[config.mk]
export PLATFORM = sky130hd
export DESIGN_NAME = regfile_write_arbiter
export DESIGN_NICKNAME = d
export VERILOG_FILES = /design/src/rtl/regfile_write_arbiter.sv
export SDC_FILE = /design/constraint.sdc
export NUM_CORES = 1
export LEC_CHECK = 0
export CAP_MARGIN = 25
export CORE_ASPECT_RATIO = 1.75
export CORE_MARGIN = 2
export CORE_UTILIZATION = 45
export DETAILED_ROUTE_END_ITERATION = 10
export PLACE_DENSITY = 0.69
export SLEW_MARGIN = 5
export SYNTH_ARGS = -nofsm -noshare
export SYNTH_HDL_FRONTEND = slang
export SYNTH_SLANG_ARGS = --single-unit
[constraint.sdc]
create_clock -name clk -period 2.6 [get_ports clk]
set_input_delay 0.26 -clock clk [delete_from_list [all_inputs] [get_ports clk]]
set_output_delay 0.26 -clock clk [all_outputs]
set_load 0.02 [all_outputs]
[src/rtl/regfile_write_arbiter.sv]
// regfile_write_arbiter
// Write-side front end of the register file. Core writeback has absolute
// priority; stream register-injection beats are buffered in a small FIFO and
// drained on cycles where the core does not write. All outputs are registered.
// Optional build macro: REGFILE_ARB_PROTECT_EN (drop stream writes to reg 0 and
// pulse protect_err for one cycle).
module regfile_write_arbiter #(
    parameter int DATA_WIDTH = 32,
    parameter int ADDR_WIDTH = 8,
    parameter int FIFO_DEPTH = 4
) (
    input  logic                          clk,
    input  logic                          reset,
    input  logic                          core_we,
    input  logic [ADDR_WIDTH-1:0]         core_addr,
    input  logic [DATA_WIDTH-1:0]         core_data,
    input  logic [DATA_WIDTH-1:0]         s_tdata,
    input  logic [ADDR_WIDTH-1:0]         s_tdest,
    input  logic                          s_tvalid,
    output logic                          s_tready,
    output logic                          rf_we,
    output logic [ADDR_WIDTH-1:0]         rf_addr,
    output logic [DATA_WIDTH-1:0]         rf_data,
    output logic [$clog2(FIFO_DEPTH):0]   fifo_level,
    output logic                          protect_err
);

    localparam int PTR_W   = $clog2(FIFO_DEPTH);
    localparam int LVL_W   = PTR_W + 1;
    localparam int ENTRY_W = ADDR_WIDTH + DATA_WIDTH;

    // Entry layout: {tdest, tdata}
    logic [ENTRY_W-1:0]    fifo_mem [FIFO_DEPTH];

    logic [PTR_W-1:0]      wr_ptr_q, wr_ptr_d;
    logic [PTR_W-1:0]      rd_ptr_q, rd_ptr_d;
    logic [LVL_W-1:0]      count_q, count_d;
    logic                  rf_we_q, rf_we_d;
    logic [ADDR_WIDTH-1:0] rf_addr_q, rf_addr_d;
    logic [DATA_WIDTH-1:0] rf_data_q, rf_data_d;

    logic                  accept;
    logic                  push;
    logic                  pop;
    logic [ENTRY_W-1:0]    head;

    // Ready only looks at registered occupancy, so a pop at full frees the
    // slot for the following cycle, never combinationally.
    assign s_tready = (count_q != LVL_W'(FIFO_DEPTH)) && reset;
    assign accept   = s_tvalid && s_tready;

`ifdef REGFILE_ARB_PROTECT_EN
    // Beats aimed at register 0 complete the handshake but are discarded.
    assign push = accept && (s_tdest != '0);
`else
    assign push = accept;
`endif

    assign pop  = !core_we && (count_q != '0);
    assign head = fifo_mem[rd_ptr_q];

    // Next-state: pointer/count bookkeeping and the core-first output mux.
    always_comb begin
        wr_ptr_d  = wr_ptr_q;
        rd_ptr_d  = rd_ptr_q;
        count_d   = count_q;
        rf_we_d   = 1'b0;
        rf_addr_d = rf_addr_q;
        rf_data_d = rf_data_q;
        if (!reset) begin
            wr_ptr_d  = '0;
            rd_ptr_d  = '0;
            count_d   = '0;
            rf_addr_d = '0;
            rf_data_d = '0;
        end else begin
            if (push) begin
                wr_ptr_d = wr_ptr_q + PTR_W'(1);
            end
            if (pop) begin
                rd_ptr_d = rd_ptr_q + PTR_W'(1);
            end
            if (push && !pop) begin
                count_d = count_q + LVL_W'(1);
            end else if (!push && pop) begin
                count_d = count_q - LVL_W'(1);
            end
            if (core_we) begin
                rf_we_d   = 1'b1;
                rf_addr_d = core_addr;
                rf_data_d = core_data;
            end else if (pop) begin
                rf_we_d   = 1'b1;
                rf_addr_d = head[ENTRY_W-1:DATA_WIDTH];
                rf_data_d = head[DATA_WIDTH-1:0];
            end
        end
    end

    // State and output registers.
    always_ff @(posedge clk) begin
        wr_ptr_q  <= wr_ptr_d;
        rd_ptr_q  <= rd_ptr_d;
        count_q   <= count_d;
        rf_we_q   <= rf_we_d;
        rf_addr_q <= rf_addr_d;
        rf_data_q <= rf_data_d;
    end

    // FIFO storage: no reset needed, validity is tracked by count.
    always_ff @(posedge clk) begin
        if (push) begin
            fifo_mem[wr_ptr_q] <= {s_tdest, s_tdata};
        end
    end

`ifdef REGFILE_ARB_PROTECT_EN
    logic protect_err_q, protect_err_d;

    // Flag a dropped protected beat in the cycle after its acceptance.
    always_comb begin
        protect_err_d = reset && accept && (s_tdest == '0);
    end

    // Register the protection pulse.
    always_ff @(posedge clk) begin
        protect_err_q <= protect_err_d;
    end

    assign protect_err = protect_err_q;
`else
    assign protect_err = 1'b0;
`endif

    assign rf_we      = rf_we_q;
    assign rf_addr    = rf_addr_q;
    assign rf_data    = rf_data_q;
    assign fifo_level = count_q;

endmodule

==> impl_metrics.ini <==
[status]
outcome = finished, final reports clean

[logic_synthesis]
synth.top_cell.area_share_pct = 59.6
syn_area_mm2 = 0.00806
seq_area_frac_synth_pct = 72.0
synthFlopType = edfxtp_1
postSynthAreaPerCell_um2 = 16.4
synth_enable_flop_cells = 160
ys_warn_count = 0
synth_commonest_cells = 160 x edfxtp_1, 76 x mux2_2, 50 x dfxtp_1
synth_cell_types = 28
ys_seq_elements = 210
async_flop_share_pct = 0
synth.most_common_cell = edfxtp_1
synth_area_leaders = edfxtp_1 60%, dfxtp_1 12%, mux2_2 11%
synth_area_leader_cell = edfxtp_1
syn_inst = 492
syn_nets = 582

[finish]
layout-drive-gt1-share_pct = 21.0
fill_cells = 1368
nets = 712
syn2layout_area_growth_pct = 26.9

[global_route]
grt_max_degree = 48
overflow = 0
antenna_found_initial = 2
track_usage_pct = 19.1
grt_pass1_vias = 5285
grt_pass1_wl_um = 28100

[pwr]
clkPwrFrac_pct = 29.0
power_frac_seq_pct = 45.5
leakagePower_nw = 3.43
pwr-share-comb_pct = 25.5
p_int_mw = 6.85
powerDensity_mw_per_mm2 = 929
p_sw_share_pct = 27.9
netSwitchingPower_mw = 2.65
ir_drop_mv = 0.649

[timing]
worst_clock_skew_ns = 0.00924
maxSlewHeadroom_pct = 36.3
final-setup-viol-count = 0
rsz0062_at_grt = no
drv_slew = 0
fin_crit_sh_pct = 89.0
hold_viol_final = 0
finalCriticalPeriod_ns = 2.31
fin_setup_tns_ns = 0
worst_hold_slack_ns = 0.159
worst_pin_slew_ns = 0.953
layout_setup_ws_ns = 0.285
fmax_mhz = 432

[clock_network]
ctsResizeCount = 0
cts_buffers = 19
holdBufCountCts = 0
cts.sinks = 210
clkLatencyLatePin_ns = 0.48
clkSlewWorstSetupHoldPaths_ns = 0.06
cts_tree = built
postCtsSetupBuffers = 0
cts_root_buf = clkbuf_16
cts_buffer_depth = 3
h-tree-depth = 1

[routing]
via_count = 4807
drc = 0
wl_um = 18100
viasPerCell = 5.54
drtIter0Drc = 445
routedWlPerCell_um = 20.9
ant_nets = 0
drt_pass1_iterations = 8

[floorplan]
die_area_mm2 = 0.0190
start_util_pct = 46.0
rows = 64
die_w_um = 105
ios = 130
core-area_mm2 = 0.0175
die_y_um = 181

[worst_setup_path]
critPathArrivalTime_ns = 2.73
end_kind = flop
crit_fanout = 6
worstPathRequired_ns = 3.01
cp-start-kind = flop
crit_type = flop to flop

[place]
portBuffers = 128
finalWeightedCongestion = 0.726
dpl.hpwl_um = 11700
post-place-ws_ns = 0.193

[min_path]
hold_class = primary input to flop

[run]
cap_violations = 0
power by group through the flow:
stage                     logic, mW  registers [mW]  clock network, mW
after floorplan                1.41            4.55                  0
after global placement         2.37            4.36                  0
after detailed placement       2.44            4.39                  0
after CTS                      2.45            4.32               2.83
after global routing           2.61            4.37               2.96
final                          2.42            4.32               2.76
path summary, 6_finish.rpt:
kind                  from       endpoint  slack [ns]  depth (start not counted)
max          fifo_level[0]  fifo_level[2]        0.29                          8
min                  reset  fifo_level[1]        0.16                          3
max reg2reg  fifo_level[0]  fifo_level[2]        0.29                          8
min reg2reg    rd_ptr_q[1]    rd_ptr_q[1]        0.52                          2
cell families after synthesis:
kind of cell,Yosys count,synth area share [%]
AND/OR/NAND/NOR,18,1.23
multiplexers,83,11.5
AO/OA/AOI/OAI,129,10.6
other,1,0.0465
XOR/XNOR,2,0.217
flip-flops,210,72.0
buffers and inverters,43,3.34
adder cells (fa/ha/maj),6,1.02
layer usage:
| metal | part of all wire [%] | track usage (%) | vias to the layer above |
|---|---|---|---|
| li1 | - | - | 2231 |
| met5 | 0 | 0 | - |
| met2 | 55 | 36.4 | 162 |
| met3 | 5.2 | 2.67 | 36 |
| met1 | 36 | 20.7 | 2378 |
| met4 | 3.5 | 7.73 | 0 |
worst max-delay path, cell delays in order, from the launching register on:
cell and delay, ns:
dfxtp_1 0.39, nor3_1 0.42, or2_2 0.19, ha_1 0.18
inv_1 0.06, fa_1 0.37, xor2_1 0.17, or3_1 0.32
a21oi_1 0.15
registers in the layout (all words and copies together) (netlist names), named ones only:
| name | count |
|---|---|
| rd_ptr_q | 2 |
| fifo_mem | 160 |
| rf_addr | 8 |
| rf_data | 32 |
| rf_we | 1 |
| fifo_level | 3 |
| wr_ptr_q | 2 |
per-stage QoR:
step / std cells / utilization, % / cell area [um^2] / power (mW)
floorplan: 492 / - / 8060 / 5.95
global placement: 831 / 54.7 / 9590 / 6.74
detailed placement: 832 / 54.8 / 9610 / 6.83
CTS: 865 / 58.3 / 10200 / 9.61
global route: 866 / 58.3 / 10200 / 9.93
finish: 867 / 58.3 / 10200 / 9.50
cell type report:
| class | count | area (um^2) | share of cell area [%] |
|---|---|---|---|
| clock buffers | 26 | 532 | 5.20 |
| diodes | 2 | 5.00 | 0.0489 |
| multi-input cells | 239 | 2010 | 19.7 |
| clock inverters | 7 | 83.8 | 0.819 |
| flip-flops and latches | 210 | 5810 | 56.8 |
| inverters | 7 | 26.3 | 0.257 |
| well taps | 231 | 289 | 2.83 |
| repair buffers | 145 | 1470 | 14.4 |
layout by cell type, fill, tap and decap left out, types with 2 or more instances in the layout:
cell type        Yosys  routed
clkbuf_8             0       3
buf_4                1      11
mux2i_1              3       3
a21oi_1             45      45
o21ai_1             39      39
buf_2                5       2
mux2_1               4       4
buf_12               0       6
a222oi_1            40      40
nor2_1               4       3
inv_1                7       7
xor2_1               2       2
dfxtp_1             50      49
diode_2              0       2
edfxtp_1           160     160
o21ai_0              3       3
ha_1                 5       5
bufinv_16            0       2
clkbuf_16            0      19
clkdlybuf4s50_1      0     126
and2_2               0       4
clkbuf_1            17       4
or3_1                2       2
nand2_1              2       2
mux2_2              76      76
clkinv_2             0       4
Note: power is estimated with default switching activity, not from simulation.
